## src/rtl/shared_mem_sched.sv

```systemverilog
// shared_mem_sched: burst-aware round-robin owner of a single shared scratchpad port.
// Optional macro SCHED_PRIO_EN adds the i_prio urgent-request input.
module shared_mem_sched #(
    parameter int COUNT     = 4,
    parameter int MAX_BURST = 8,
    parameter int CW        = $clog2(MAX_BURST + 1)
) (
    input  logic                     i_clk,
    input  logic                     i_rstn,
    input  logic [COUNT-1:0]         i_req,
    input  logic [COUNT-1:0]         i_last,
`ifdef SCHED_PRIO_EN
    input  logic [COUNT-1:0]         i_prio,
`endif
    output logic [COUNT-1:0]         o_grant,
    output logic [$clog2(COUNT)-1:0] o_owner,
    output logic                     o_busy,
    output logic [CW-1:0]            o_beat_cnt
);
    localparam int OW = $clog2(COUNT);

    typedef enum logic {IDLE, OWN} state_t;

    state_t           state_q, state_d;
    logic [COUNT-1:0] grant_q, grant_d;
    logic [OW-1:0]    owner_q, owner_d;
    logic [OW-1:0]    rr_ptr_q, rr_ptr_d;
    logic             busy_q, busy_d;
    logic [CW-1:0]    beat_cnt_q, beat_cnt_d;

    logic [COUNT-1:0] own_mask, others, cand;
    logic [CW-1:0]    cnt_inc;
    logic             beat, cap, release_ev;
    logic [OW:0]      pick;

    // Returns {found, index} of the first set bit at or after ptr, wrapping.
    function automatic logic [OW:0] rr_pick(input logic [COUNT-1:0] m,
                                            input logic [OW-1:0] ptr);
        logic [OW-1:0] idx;
        logic [OW:0]   res;
        res = '0;
        for (int unsigned i = 0; i < COUNT; i++) begin
            idx = ptr + OW'(i);
            if (!res[OW] && m[idx]) res = {1'b1, idx};
        end
        return res;
    endfunction

    always_comb begin
        own_mask          = '0;
        own_mask[owner_q] = 1'b1;
        others            = i_req & ~own_mask;
        beat              = (state_q == OWN) && i_req[owner_q];
        cnt_inc           = beat_cnt_q + CW'(1);
        cap               = beat && (cnt_inc == CW'(MAX_BURST));
        release_ev        = (state_q == OWN) &&
                            (!i_req[owner_q] || (beat && i_last[owner_q]) || (cap && |others));
        // The releasing owner is excluded so a hand-off always moves on.
        cand              = (state_q == OWN) ? others : i_req;
`ifdef SCHED_PRIO_EN
        if (|(cand & i_prio)) cand = cand & i_prio;
`endif
        pick              = rr_pick(cand, rr_ptr_q);

        state_d    = state_q;
        grant_d    = grant_q;
        owner_d    = owner_q;
        rr_ptr_d   = rr_ptr_q;
        busy_d     = busy_q;
        beat_cnt_d = beat_cnt_q;

        if (state_q == IDLE || release_ev) begin
            if (pick[OW]) begin
                state_d                = OWN;
                grant_d                = '0;
                grant_d[pick[OW-1:0]]  = 1'b1;
                owner_d                = pick[OW-1:0];
                busy_d                 = 1'b1;
                beat_cnt_d             = '0;
                rr_ptr_d               = pick[OW-1:0] + OW'(1);
            end else begin
                state_d    = IDLE;
                grant_d    = '0;
                owner_d    = '0;
                busy_d     = 1'b0;
                beat_cnt_d = '0;
            end
        end else if (beat) begin
            // Lone requester at the cap wraps the count and keeps the port.
            beat_cnt_d = cap ? '0 : cnt_inc;
        end
    end

    always_ff @(posedge i_clk or negedge i_rstn) begin
        if (!i_rstn) begin
            state_q    <= IDLE;
            grant_q    <= '0;
            owner_q    <= '0;
            rr_ptr_q   <= '0;
            busy_q     <= 1'b0;
            beat_cnt_q <= '0;
        end else begin
            state_q    <= state_d;
            grant_q    <= grant_d;
            owner_q    <= owner_d;
            rr_ptr_q   <= rr_ptr_d;
            busy_q     <= busy_d;
            beat_cnt_q <= beat_cnt_d;
        end
    end

    assign o_grant    = grant_q;
    assign o_owner    = owner_q;
    assign o_busy     = busy_q;
    assign o_beat_cnt = beat_cnt_q;

endmodule

```

## config.mk

```make
export PLATFORM = sky130hd
export DESIGN_NAME = shared_mem_sched
export DESIGN_NICKNAME = d
export VERILOG_FILES = /design/src/rtl/shared_mem_sched.sv
export SDC_FILE = /design/constraint.sdc
export NUM_CORES = 1
export LEC_CHECK = 0
export CORE_MARGIN = 5
export CORE_UTILIZATION = 53
export CTS_CLUSTER_SIZE = 10
export DETAILED_ROUTE_END_ITERATION = 7
export PLACE_DENSITY = 0.83
export SLEW_MARGIN = 20
export SYNTH_ARGS = -nofsm -noshare
export SYNTH_HDL_FRONTEND = slang
export SYNTH_SLANG_ARGS = --single-unit
```

## constraint.sdc

```tcl
create_clock -name i_clk -period 4 [get_ports i_clk]
set_input_delay 0.8 -clock i_clk [delete_from_list [all_inputs] [get_ports i_clk]]
set_output_delay 0.8 -clock i_clk [all_outputs]
set_load 0.005 [all_outputs]
```

Yosys cells after proc, flatten, opt, wreduce, memory -nomap -nowiden

Cells that the tools add are included.

Latch bits: 0
ROM bits: 0
Bits of input ports: 10
Output and inout port bits: 11
RAM bits: 0
Flip-flop bits (word level): 13
Word-level logic and storage cells: 69
Memories: 0

Bitwise gates (word level): 3
Multiply operators: 0
$add $sub $neg: 5
Eq/ne operators: 1
Shifts and indexed selects: 0
Order comparisons: 8
Reduce and logical (&&, ||, !) cells: 20
Mux-type cells: 27
Div/mod/pow operators: 0

Operators with widths:

| operator                                                              | count |
|---|---|
| 4-bit two-way mux                                                     | 5 |
| 2-bit by 3-bit < comparator with 1-bit output, second input constant  | 6 |
| 1-bit binary-select mux with 2-bit select                             | 6 |
| 3-bit two-way mux                                                     | 4 |
| 1-bit logical AND                                                     | 10 |
| 1-bit two-way mux                                                     | 9 |
| 2-bit by 1-bit adder with 2-bit output, second input constant         | 2 |
| 2-bit adder, second input constant                                    | 2 |
| 4-bit by 1-bit adder with 4-bit output, second input constant         | 1 |
| 4-bit bitwise AND                                                     | 1 |
| 1-bit demux with 2-bit select                                         | 2 |
| 4-bit == test, second input constant                                  | 1 |
| 2-bit by 1-bit >= comparator with 1-bit output, second input constant | 2 |
| 1-bit logical NOT                                                     | 4 |
| 4-bit NOT                                                             | 1 |
| 4-bit OR reduction                                                    | 1 |
| 1-bit logical OR                                                      | 3 |
| 2-bit two-way mux                                                     | 1 |
| 2-bit AND reduction                                                   | 1 |
| 2-bit nonzero test                                                    | 1 |
| 1-bit NOT                                                             | 1 |

Depth between registers and ports, before layout

Depth in word-level cells: 24
Gate-level depth with buffers: 9
Mapped depth without buffers: 8

Least setup slack after synthesis

OpenSTA, ideal clock, no wires.

Kind: input -> register
Start point: in i_req[3]
End point: reg rr_ptr_q[1]
Library setup time: 126 ps
Stages on the path: 6
Arrival time: 2111 ps
Required time: 3874 ps
Path buffers: 0
Slack: 1763 ps
Cells stage by stage: or2_2 -> o221ai_2 -> o21ba_2 -> o22a_1 -> ha_1 -> a311o_1

Word-level cells in the longest chain between the ends: 15
Elaborated cells between the ends (all ways): 34
Those cells by class: add/sub (1); mux (15); bitwise (1); reduce/logical (17)

Ends and longest elaborated chain:

| item                                                                          | line | source |
|---|---|---|
| start, declared                                                               | 10   | `input logic [COUNT-1:0] i_req,` |
| 4-bit bitwise AND                                                             | 52   | `others = i_req & ~own_mask;` |
| 4-bit two-way mux                                                             | 59   | `cand = (state_q == OWN) ? others : i_req;` |
| 1-bit binary-select mux with 2-bit select                                     | 44   | `if (!res[OW] && m[idx]) res = {1'b1, idx};` |
| 1-bit two-way mux (not written as such)                                       | 44   |  |
| 3-bit two-way mux                                                             | 44   |  |
| 1-bit logical NOT                                                             | 44   |  |
| 1-bit logical AND                                                             | 44   |  |
| 3-bit two-way mux                                                             | 44   |  |
| 1-bit logical NOT                                                             | 44   |  |
| 1-bit logical AND                                                             | 44   |  |
| 3-bit two-way mux                                                             | 44   |  |
| 1-bit logical NOT                                                             | 44   |  |
| 1-bit logical AND                                                             | 44   |  |
| 3-bit two-way mux                                                             | 44   |  |
| 2-bit by 1-bit adder with 2-bit output or 2-bit AND reduction (tied branches) | -    |  |
| end signal, assigned                                                          | 106  | `rr_ptr_q <= rr_ptr_d;` |
| end, declared                                                                 | 27   | `logic [OW-1:0] rr_ptr_q, rr_ptr_d;` |

Several ways; a longest one is shown, not always the timed one. The select of a mux whose other input is x is not followed.
A chain may end at the register's enable or synchronous reset.

Final worst setup path

Start point: in i_req[1]
End point: reg owner_q[0] (netlist: o_owner[0])

Word-level cells in the longest chain between the ends: 15
Elaborated cells between the ends (all ways): 33
Those cells by class: mux (16); bitwise (1); reduce/logical (16)

Ends and longest elaborated chain:

| item                                      | line | source |
|---|---|---|
| 4-bit bitwise AND                         | 52   |  |
| 4-bit two-way mux                         | 59   |  |
| 1-bit binary-select mux with 2-bit select | 44   |  |
| 1-bit two-way mux (not written as such)   | 44   |  |
| 3-bit two-way mux                         | 44   |  |
| 1-bit logical NOT                         | 44   |  |
| 1-bit logical AND                         | 44   |  |
| 3-bit two-way mux                         | 44   |  |
| 1-bit logical NOT                         | 44   |  |
| 1-bit logical AND                         | 44   |  |
| 3-bit two-way mux                         | 44   |  |
| 1-bit logical NOT                         | 44   |  |
| 1-bit logical AND                         | 44   |  |
| 3-bit two-way mux                         | 44   |  |
| 2-bit two-way mux                         | 73   | `if (pick[OW]) begin` |
| end signal, assigned                      | 105  | `owner_q <= owner_d;` |
| end, declared                             | 26   | `logic [OW-1:0] owner_q, owner_d;` |

Several ways; a longest one is shown, not always the timed one. The select of a mux whose other input is x is not followed.

==> flow_metrics.env <==
export IMPL_report_final_slew_viol_count=0
export IMPL_timing_final_crit_period_ns=2.847
export IMPL_die_w_um=53.02
export IMPL_design_area_um2=1206
export IMPL_wire_per_inst_um=14.38
export IMPL_synth_area_per_cell_um2=9.524
export IMPL_yosys_area_top_type_share=0.3316
export IMPL_grt_max_degree=16
export IMPL_dp_hpwl_mm=1.647
export IMPL_rsz0062_at_grt="false"
export IMPL_worst_clock_skew_ns=0.008887
export IMPL_cap_violations=0
export IMPL_numCtsBuffers=3
export IMPL_timing_final_crit_share=0.7117
export IMPL_num_rows=15
export IMPL_portBuffers=20
export IMPL_clock_sinks=13
export IMPL_drive_gt1_frac=0.09756
export IMPL_arrival_ns=3.01
export IMPL_num_vias=836
export IMPL_finalHoldViolCount=0
export IMPL_synth_async_reset_ratio=1.000
export IMPL_cts_max_level=1
export IMPL_tightest_slew_ns=0.9610
export IMPL_syn_inst=103
export IMPL_yosys_warnings=0
export IMPL_antenna_left=0
export IMPL_diodes=0
export IMPL_initial_core_util=0.5620
export IMPL_endpoint_kind="register"
export IMPL_leakagePower_nw=0.5481
export IMPL_setup_violations_final=0
export IMPL_drc=0
export IMPL_synthesis_nets=119
export IMPL_path_class="primary input to register"
export IMPL_cts_hold_buffers=0
export IMPL_gp_congestion=0.8064
export IMPL_ys_ff_latch=13
export IMPL_synth_flop_cell="dfrtp_1"
export IMPL_max_freq_mhz=351.3
export IMPL_grt_pass1_wl_mm=3.753
export IMPL_p_per_area_nw_per_um2=767.2
export IMPL_core_area_um2=1745
export IMPL_ys_seq_area_frac=0.3316
export IMPL_ios=21
export IMPL_antenna_found_initial=0
export IMPL_synth_area_leaders="dfrtp_1, ha_1, mux2i_1"
export IMPL_die_area_um2=2811
export IMPL_yosys_area_top_type="dfrtp_1"
export IMPL_worstPathRequired_ns=4.17
export IMPL_clkTransAtPathRegs_ns=0.08
export IMPL_start_kind="primary input"
export IMPL_worstPathMaxFanout=11
export IMPL_drtIter0Drc=28
export IMPL_grt_pass1_vias=860
export IMPL_grt_usage=0.1772
export IMPL_cts_tree="built"
export IMPL_tns_ns=0
export IMPL_final_common_cell="clkdlybuf4s50_1"
export IMPL_cts_setup_buffers=0
export IMPL_synth_edf_count=0
export IMPL_die_h_um=53.02
export IMPL_overflow=0
export IMPL_wl_mm=2.128
export IMPL_cts_root_buf="clkbuf_4"
export IMPL_viasPerCell=5.649
export IMPL_hold_class="register to register"
export IMPL_synth_area_um2=980.9
export IMPL_worstSkewPairLatency_ns=0.28
export IMPL_ctsResizeCount=0
export IMPL_final_cell_mix="clkdlybuf4s50_1, dfrtp_1, nor2_1"
export IMPL_first_pass_iters=4
export IMPL_cts_buffer_depth=2
export IMPL_syn2layout_area_growth_pct=22.96
export IMPL_synth_cell_types=40
export IMPL_max_slew_margin=0.3550
export IMPL_fin_nets=140
export IMPL_status="complete, no violations"
export IMPL_placed_cell_area_um2=1179
export IMPL_vdd_drop_max_v=0.0004562
-- metal layers --
layer  share of wire  GRT usage  vias to the layer above
met5               0          0                        -
met4          0.0038    0.03404                        0
met3           0.066    0.03662                        2
met2            0.48     0.2934                       33
met1            0.45     0.2374                      398
li1                -          -                      403
-- logic make-up (layout without fill, tap and decap cells) --
kind of cell | after synthesis | after routing | share of synthesized area
XOR/XNOR | 3 | 3 | 0.02679
flip-flops | 13 | 13 | 0.3316
multiplexers | 8 | 8 | 0.08801
adder cells (fa/ha/maj) | 6 | 6 | 0.07653
buffers and inverters | 15 | 35 | 0.07653
AND/OR/NAND/NOR | 34 | 34 | 0.1646
AO/OA/AOI/OAI | 24 | 24 | 0.2360
-- Yosys cell counts, types with 2 or more instances --
| cell | n |
|---|---|
| nand3_1 | 4 |
| buf_4 | 3 |
| inv_1 | 11 |
| dfrtp_1 | 13 |
| mux2i_1 | 6 |
| ha_1 | 6 |
| nor2_1 | 12 |
| nand2b_1 | 2 |
| o211a_1 | 2 |
| a21boi_0 | 2 |
| a32oi_1 | 3 |
| xnor2_1 | 2 |
| nand2_1 | 10 |
-- sequential cells by signal, indices dropped and copies added, names as in the netlist --
signal / flops
o_owner: 2
o_busy: 1
o_grant: 4
rr_ptr_q: 2
o_beat_cnt: 4
-- final cells by class --
cell class,count,area (um2)
tap,25,31.28
fill,144,539.3
clock buffer,3,22.52
inverter,11,41.29
clock inverter,1,5.005
sequential,13,325.3
multi-input combinational,75,580.6
timing repair buffer,20,200.2
-- stage by stage --
| stage | util | power [mW] | cells | setup WS (ns) | hold slack [ns] |
|---|---|---|---|---|---|
| global route | 0.6910 | 1.014 | 148 | 0.9554 | 0.5682 |
| detailed placement | 0.6753 | 0.8536 | 144 | 0.8643 | 0.5126 |
| CTS | 0.6910 | 0.9335 | 148 | 1.161 | 0.5269 |
| floorplan | - | 0.7054 | 103 | 1.763 | 0.5044 |
| global placement | 0.6753 | 0.8285 | 144 | 0.9258 | 0.5092 |
| finish | 0.6910 | 0.9254 | 148 | 1.153 | 0.5288 |
-- power breakdown --
| group | internal [mW] | leakage [nW] | total, mW | switching (mW) |
|---|---|---|---|---|
| logic | 0.301 | 0.368 | 0.576 | 0.275 |
| registers | 0.184 | 0.163 | 0.270 | 0.0861 |
| clock network | 0.0370 | 0.0177 | 0.0797 | 0.0427 |
| total | 0.522 | 0.548 | 0.925 | 0.404 |
-- worst max-delay path, stage by stage --
cell and delay, ns:
clkdlybuf4s50_1 0.62, nor2_1 0.10, a32oi_1 0.19, o21ai_0 0.14, o21ai_1 0.78, mux2_1 0.38
-- path summary, 6_finish.rpt --
kind / startpoint / to / slack, ns / cells past startpoint
max: i_req[1] / o_owner[0]$_DFFE_PN0N_ / 1.15 / 6
min reg2reg: o_grant[1]$_DFFE_PN0N_ / o_grant[1]$_DFFE_PN0N_ / 0.53 / 2
max in group asynchronous: i_rstn / rr_ptr_q[0]$_DFFE_PN0P_ / 2.70 / 1
min in group asynchronous: i_rstn / o_grant[1]$_DFFE_PN0N_ / 0.90 / 1
min: o_grant[1]$_DFFE_PN0N_ / o_grant[1]$_DFFE_PN0N_ / 0.53 / 2
max reg2reg: o_beat_cnt[0]$_DFFE_PN0P_ / o_owner[0]$_DFFE_PN0N_ / 1.63 / 5
Note: power is estimated with default switching activity, not from simulation.
